[config.mk]
export PLATFORM = sky130hd
export DESIGN_NAME = top_level
export DESIGN_NICKNAME = d
export VERILOG_FILES = /design/src/rtl/top_level_pkg.sv /design/src/rtl/data_mem.sv /design/src/rtl/hamming_enc.sv /design/src/rtl/top_level.sv
export SDC_FILE = /design/constraint.sdc
export NUM_CORES = 1
export LEC_CHECK = 0
export CAP_MARGIN = 20
export CORE_AREA = 5 5 42 44
export DETAILED_ROUTE_END_ITERATION = 8
export DIE_AREA = 0 0 47 49
export GPL_TIMING_DRIVEN = 0
export PLACE_DENSITY_LB_ADDON = 0.2
export SYNTH_ARGS = -nofsm -noshare
export SYNTH_HDL_FRONTEND = slang
export SYNTH_SLANG_ARGS = --single-unit
[constraint.sdc]
create_clock -name Clk -period 3.5 [get_ports Clk]
set_input_delay 0.7 -clock Clk [delete_from_list [all_inputs] [get_ports Clk]]
set_output_delay 0.7 -clock Clk [all_outputs]
set_load 0.03 [all_outputs]
[src/rtl/top_level_pkg.sv]
// Shared types and constants for the Hamming(16,11) encoder engine.
// Addresses and sizes are fixed at build time; widths are derived from them.
package top_level_pkg;

    localparam int ADDR_W    = 8;
    localparam int DATA_W    = 8;
    localparam int MSG_W     = 11;
    localparam int CODE_W    = 16;
    localparam int NUM_WORDS = 15;
    localparam int MEM_DEPTH = 256;
    localparam int CNT_W     = $clog2(NUM_WORDS);

    localparam logic [ADDR_W-1:0] SRC_BASE = 8'd0;
    localparam logic [ADDR_W-1:0] DST_BASE = 8'd30;
    localparam logic [CNT_W-1:0]  LAST_IDX = CNT_W'(NUM_WORDS - 1);

    typedef enum logic [2:0] {
        IDLE,
        ARMED,
        RD_LO,
        RD_HI,
        WR_LO,
        WR_HI,
        DONE
    } state_e;

endpackage

[src/rtl/data_mem.sv]
// Byte-wide single-port data memory: combinational read, clocked write.
// Contents are deliberately not reset.
module data_mem
    import top_level_pkg::*;
(
    input  logic              clk_i,
    input  logic              we_i,
    input  logic [ADDR_W-1:0] addr_i,
    input  logic [DATA_W-1:0] wdata_i,
    output logic [DATA_W-1:0] rdata_o
);

    logic [DATA_W-1:0] Core [0:MEM_DEPTH-1];

    always_ff @(posedge clk_i) begin
        if (we_i) begin
            Core[addr_i] <= wdata_i;
        end
    end

    assign rdata_o = Core[addr_i];

endmodule

[src/rtl/hamming_enc.sv]
// Combinational Hamming(16,11) SECDED encoder.
// Output layout: {d11..d5, p8, d4, d3, d2, p4, d1, p2, p1, p0}.
module hamming_enc
    import top_level_pkg::*;
(
    input  logic [MSG_W-1:0]  d_i,
    output logic [CODE_W-1:0] code_o
);

    logic p8, p4, p2, p1, p0;
    logic [CODE_W-2:0] body;

    // d_i[0] is d1, d_i[10] is d11
    assign p8 = ^d_i[10:4];
    assign p4 = ^{d_i[10:7], d_i[3:1]};
    assign p2 = ^{d_i[10], d_i[9], d_i[6], d_i[5], d_i[3], d_i[2], d_i[0]};
    assign p1 = ^{d_i[10], d_i[8], d_i[6], d_i[4], d_i[3], d_i[1], d_i[0]};

    assign body   = {d_i[10:4], p8, d_i[3:1], p4, d_i[0], p2, p1};
    assign p0     = ^body;
    assign code_o = {body, p0};

endmodule

[src/rtl/top_level.sv]
// Encoder engine: on Start's falling edge, encodes NUM_WORDS packed messages
// from SRC_BASE into codewords at DST_BASE, then raises Ack.
module top_level
    import top_level_pkg::*;
(
    input  logic Clk,
    input  logic Reset,
    input  logic Start,
    output logic Ack
);

    state_e            state_q, state_d;
    logic [CNT_W-1:0]  cnt_q, cnt_d;
    logic [7:0]        lo_q, lo_d;
    logic [2:0]        hi_q, hi_d;
    logic              ack_q;

    logic              mem_we;
    logic [ADDR_W-1:0] mem_addr;
    logic [DATA_W-1:0] mem_wdata;
    logic [DATA_W-1:0] mem_rdata;
    logic [ADDR_W-1:0] word_offs;
    logic [CODE_W-1:0] code;

    assign word_offs = {{(ADDR_W-CNT_W-1){1'b0}}, cnt_q, 1'b0};

    hamming_enc u_enc (
        .d_i    ({hi_q, lo_q}),
        .code_o (code)
    );

    // Writes are suppressed while Reset is held so a reset landing in a
    // write state cannot corrupt memory.
    data_mem DM1 (
        .clk_i   (Clk),
        .we_i    (mem_we & ~Reset),
        .addr_i  (mem_addr),
        .wdata_i (mem_wdata),
        .rdata_o (mem_rdata)
    );

    always_comb begin
        state_d   = state_q;
        cnt_d     = cnt_q;
        lo_d      = lo_q;
        hi_d      = hi_q;
        mem_we    = 1'b0;
        mem_addr  = SRC_BASE + word_offs;
        mem_wdata = code[7:0];
        case (state_q)
            IDLE:  if (Start) state_d = ARMED;
            ARMED: begin
                if (!Start) begin
                    state_d = RD_LO;
                    cnt_d   = '0;
                end
            end
            RD_LO: begin
                lo_d    = mem_rdata;
                state_d = RD_HI;
            end
            RD_HI: begin
                mem_addr = SRC_BASE + word_offs + 8'd1;
                hi_d     = mem_rdata[2:0];
                state_d  = WR_LO;
            end
            WR_LO: begin
                mem_addr  = DST_BASE + word_offs;
                mem_we    = 1'b1;
                mem_wdata = code[7:0];
                state_d   = WR_HI;
            end
            WR_HI: begin
                mem_addr  = DST_BASE + word_offs + 8'd1;
                mem_we    = 1'b1;
                mem_wdata = code[15:8];
                if (cnt_q == LAST_IDX) begin
                    state_d = DONE;
                end else begin
                    cnt_d   = cnt_q + 1'b1;
                    state_d = RD_LO;
                end
            end
            DONE:  if (Start) state_d = ARMED;
            default: state_d = IDLE;
        endcase
    end

    always_ff @(posedge Clk) begin
        if (Reset) begin
            state_q <= IDLE;
            cnt_q   <= '0;
            lo_q    <= '0;
            hi_q    <= '0;
            ack_q   <= 1'b0;
        end else begin
            state_q <= state_d;
            cnt_q   <= cnt_d;
            lo_q    <= lo_d;
            hi_q    <= hi_d;
            ack_q   <= (state_d == DONE);
        end
    end

    assign Ack = ack_q;

endmodule

# Yosys cells after proc, flatten, opt, wreduce, memory -nomap -nowiden
# Index checks and enable logic that the tools add are counted.
[totals] inputBits=3 ff_bits=8
[op_classes] eq_ne=10 n_reduce_logical=4 add_sub_neg=1 n_mux=7
[ops] operator="$pmux 3 s6" count=1
[ops] operator="$eq 3x3->1 const B" count=4
[ops] operator="$mux 3" count=3
[ops] operator="$mux 4" count=2
[ops] operator="$pmux 4 s2" count=1
[ops] operator="$eq 3x2->1 const B" count=2
[ops] operator="$add 4x1->4 const B" count=1
[ops] operator="$eq 4x4->1 const B" count=1
[ops] operator="$ne 2x2->1 const B" count=2
[ops] operator="$eq 3x1->1 const B" count=1
[ops] operator="$logic_not 3->1" count=1
[ops] operator="$reduce_and 3->1" count=1
[ops] operator="$reduce_bool 2->1" count=1
[ops] operator="$reduce_or 2->1" count=1

# Logic depth before layout (Yosys ltp)
[logic_depth] word_depth=4 mapped_depth=6 depth_no_buf=5

# Worst setup path after synthesis
# Ideal clock, no wire load.
[synth_timing] path_kind="input port to flip-flop" from="input Start" to="register cnt_q[2]" slack_ns=1.907 path_stages=3 setup_time_ns=0.129 arrival_ns=1.464 path_buffers=0 cell_sequence="or4b_1 -> or3b_1 -> mux2i_1"
[synth_via] elab_chain_len=2
[synth_rtl] element="start: declaration" line="top_level.sv:8" rtl="input logic Start,"
[synth_rtl] element="$ne 2x2->1 (no source line)"
[synth_rtl] element="$reduce_and 3->1 (no source line)"
[synth_rtl] element="end signal: assignment" line="top_level.sv:98" rtl="cnt_q <= cnt_d;"
[synth_rtl] element="end: declaration" line="top_level.sv:13" rtl="logic [CNT_W-1:0] cnt_q, cnt_d;"
# No other way between the ends.
# A chain may end at the register's enable or synchronous reset.

# Worst setup path in the final report
[layout_timing] from="register ack_q (netlist: Ack)" to="output Ack"
[layout_lines] element="start: declaration" line="top_level.sv:16" rtl="logic ack_q;"
[layout_lines] element="start signal: assignment" line="top_level.sv:101" rtl="ack_q <= (state_d == DONE);"
[layout_lines] element="end: declaration" line="top_level.sv:9" rtl="output logic Ack"
# No word-level cell between the ends.

==> impl_results.md <==
- Final Skew: 0.00512 ns
- Synthesized instance count: 53
- Worst reg2reg setup slack: 1.80 ns
- ANT nets after route: 0
- Drt pass-1 iters: 4
- Synth top area cells: dfxtp_1 (33%), nand3b_1 (6.2%), ha_1 (5.1%), o31ai_1 (4.6%), a21oi_1 (3.1%)
- Initial antenna violation count: 0
- Crit path cell chain: clkdlybuf4s50_1
- Critical path's largest stage delay: 0.66 ns
- CTS clk-pin slew, worst paths: 0.06 ns
- Total negative slack: 0 ns
- Grt total ovfl: 0
- Arrival @ worst endpoint: 1.21 ns
- WHS: 0.512 ns
- Post-synth EDFFs: 0
- Sequential power share: 49.3%
- Total GRT Usage: 9.44%
- Hold path startpoint: cnt_q[1]
- Crit path launch type: register
- Slowest cell on the critical path: clkdlybuf4s50_1
- Placed Instances: 72
- WHS Endpoint: cnt_q[1]
- Clk_lat worst skew: 0.26 ns
- # IOs: 4
- Most frequent cell after synthesis: dfxtp_1
- Clk pwr share: 36.6%
- Crit share post-route: 54.7%
- Mapped cell area: 488 µm²
- Clock Path Buffers: 2
- Largest net degree at the start of global routing: 11
- Internal: 0.149 mW
- Chip Height: 49 µm
- Post-Route WL: 905 µm
- Reg-to-Reg Start: cnt_q[0]
- Clock sinks: 8
- R2R cell count: 6
- Main synth FF type: dfxtp_1
- Final setup fails: 0
- Max Slew Vio Count: 0
- Post-synthesis register bit count: 8
- CP Capture Type: output port
- Slew @ Worst Pin: 0.312 ns
- CTS root buffer: clkbuf_4
- Number of CTS-inserted buffers: 3
- Tmin final: 1.91 ns
- Cts repair resizes: 0
- Site row count: 14
- Slew Limit Headroom: 79.0%
- Area leader, netlist: dfxtp_1
- Post-synthesis sequential area ratio: 32.8%
- Ys async rst share: 0%
- Post-DP HPWL: 656 µm
- Fin. Hold Viols: 0
- Buffer and inverter count on the worst path: 1
- Distinct cells, synth: 31
- Max-cap violation count: 0
- Type of the most critical hold path: reg2reg
- Power per cell area: 357 nW/µm²
- Peak VDD IR: 0.186 mV
- Post-CTS Repair Setup Buffers: 0
- Worst reg2reg endpoint: cnt_q[0]
- Antenna cells: 0
- Final Util: 40.0%
- Fmax: 522 MHz
- DIE WIDTH: 47 µm
- Gpl congestion: 0.659
- Nets: 66
- Syn Area/Cell: 9.21 µm²
- Unrepaired setup endpoints after global routing: false
- Initial core utilization: 34.8%
- Critical Path Fanout Max: 1
- Yosys top cell area share: 32.8%
- Required time of the critical path: 2.80 ns
- Die area: 2300 µm²
- Share of layout cells above drive strength 1: 15.3%
- Status: complete, no violations
- DR iter-0 viols: 6
- Synth warn: 0
- DRC viols: 0
- Min-Delay Path Depth: 2
- Synth Net Count: 58
- Post-DR wirelength/cell: 12.1 µm
- Leakage: 0.199 nW
- Number of port buffers: 3
- Final cell count without fillers: 75
- First-pass GRT wire length: 1560 µm
- Largest delay share family, worst path: buffers and inverters
- Synthesis-to-finish area growth: 14.9%
- Vias: 416
- Comb power frac: 14.1%
- H-tree Lvls: 1
- TritonCTS clock tree: yes
- Vias in the first global route: 349
- Post-synth top cells: dfxtp_1 (8), nand3b_1 (4), a21oi_1 (3), o31ai_1 (3)
- Vias/cell: 5.55
- Core ar.: 1400 µm²
- Switching portion of total power: 25.8%
- # hold bufs at CTS: 0
- P_sw: 0.0516 mW
- Crit path kind: reg2out
==> cells in the final DEF (no fill, tap or decap) <==
master	count
nor2b_1	1
o31ai_1	3
clkbuf_4	3
a211oi_1	1
a221oi_1	1
nand3b_1	4
a31oi_1	2
nand2b_1	2
or3b_2	1
or3b_1	1
buf_4	2
nand2b_4	1
and4_1	1
ha_1	2
nand4_1	2
nand2_1	2
mux2i_1	1
or4b_1	1
and3b_1	1
clkbuf_2	1
clkdlybuf4s50_1	3
or2b_1	1
xor2_1	1
nor4_1	1
o211ai_1	1
a21oi_1	3
inv_1	2
dfxtp_1	8
or2_2	1
and2_1	1
or4_1	1
nand3_1	2
or4bb_1	1
==> per-layer routing <==
metal	vias to the layer above	wire (µm)	global-route usage (%)
met5	-	0	0
met4	0	34	6.91
met3	5	36	3.32
met2	8	376	11.3
met1	189	457	13.2
li1	214	-	-
==> final cells by class <==
cell class / count / area (µm²)
Tap cell: 16 / 20.0
Fill cell: 149 / 841
Timing Repair Buffer: 3 / 30.0
Sequential cell: 8 / 160
Multi-Input combinational cell: 40 / 300
Buffer: 3 / 20.0
Inverter: 2 / 7.51
Clock buffer: 3 / 22.5
==> state kept, by name, indices dropped and copies added, names as in the netlist <==
name and flops:
cnt_q 4, state_q 3, Ack 1
==> how the worst max path moves through the flow <==
stage	startpoint	endpoint	cells past startpoint
after floorplan	Start	cnt_q[2]	3
after global placement	Start	cnt_q[2]	4
after detailed placement	Start	cnt_q[2]	4
after CTS	Ack	Ack	1
after global routing	Ack	Ack	1
final	Ack	Ack	1
==> power by group through the flow <==
stage	sequential, mW	clock [mW]	combinational (mW)
floorplan	0.0997	0	0.0211
global placement	0.101	0	0.0284
detailed placement	0.101	0	0.0285
CTS	0.0986	0.0758	0.0288
global route	0.0993	0.0829	0.0317
finish	0.0987	0.0733	0.0283
==> cells by family (layout without fill, tap and decap cells) <==
| kind of cell | Yosys count | in the layout | share of synthesized area [%] |
|---|---|---|---|
| buffers and inverters | 5 | 11 | 5.64 |
| AOI/OAI and AO/OA | 11 | 11 | 15.1 |
| and+or+nand+nor | 25 | 25 | 37.4 |
| xor gates and xnor gates | 1 | 1 | 1.80 |
| adders and majority gates | 2 | 2 | 5.13 |
| muxes | 1 | 1 | 2.05 |
| DFF | 8 | 8 | 32.8 |
==> stage by stage <==
step	power, mW	setup slack (ns)	instance area [µm²]
CTS	0.203	1.57	561
detailed placement	0.129	1.34	538
global placement	0.129	1.35	538
floorplan	0.121	1.91	488
finish	0.200	1.59	561
global route	0.214	1.54	561
No activity file was read; power rests on OpenSTA's default activity.
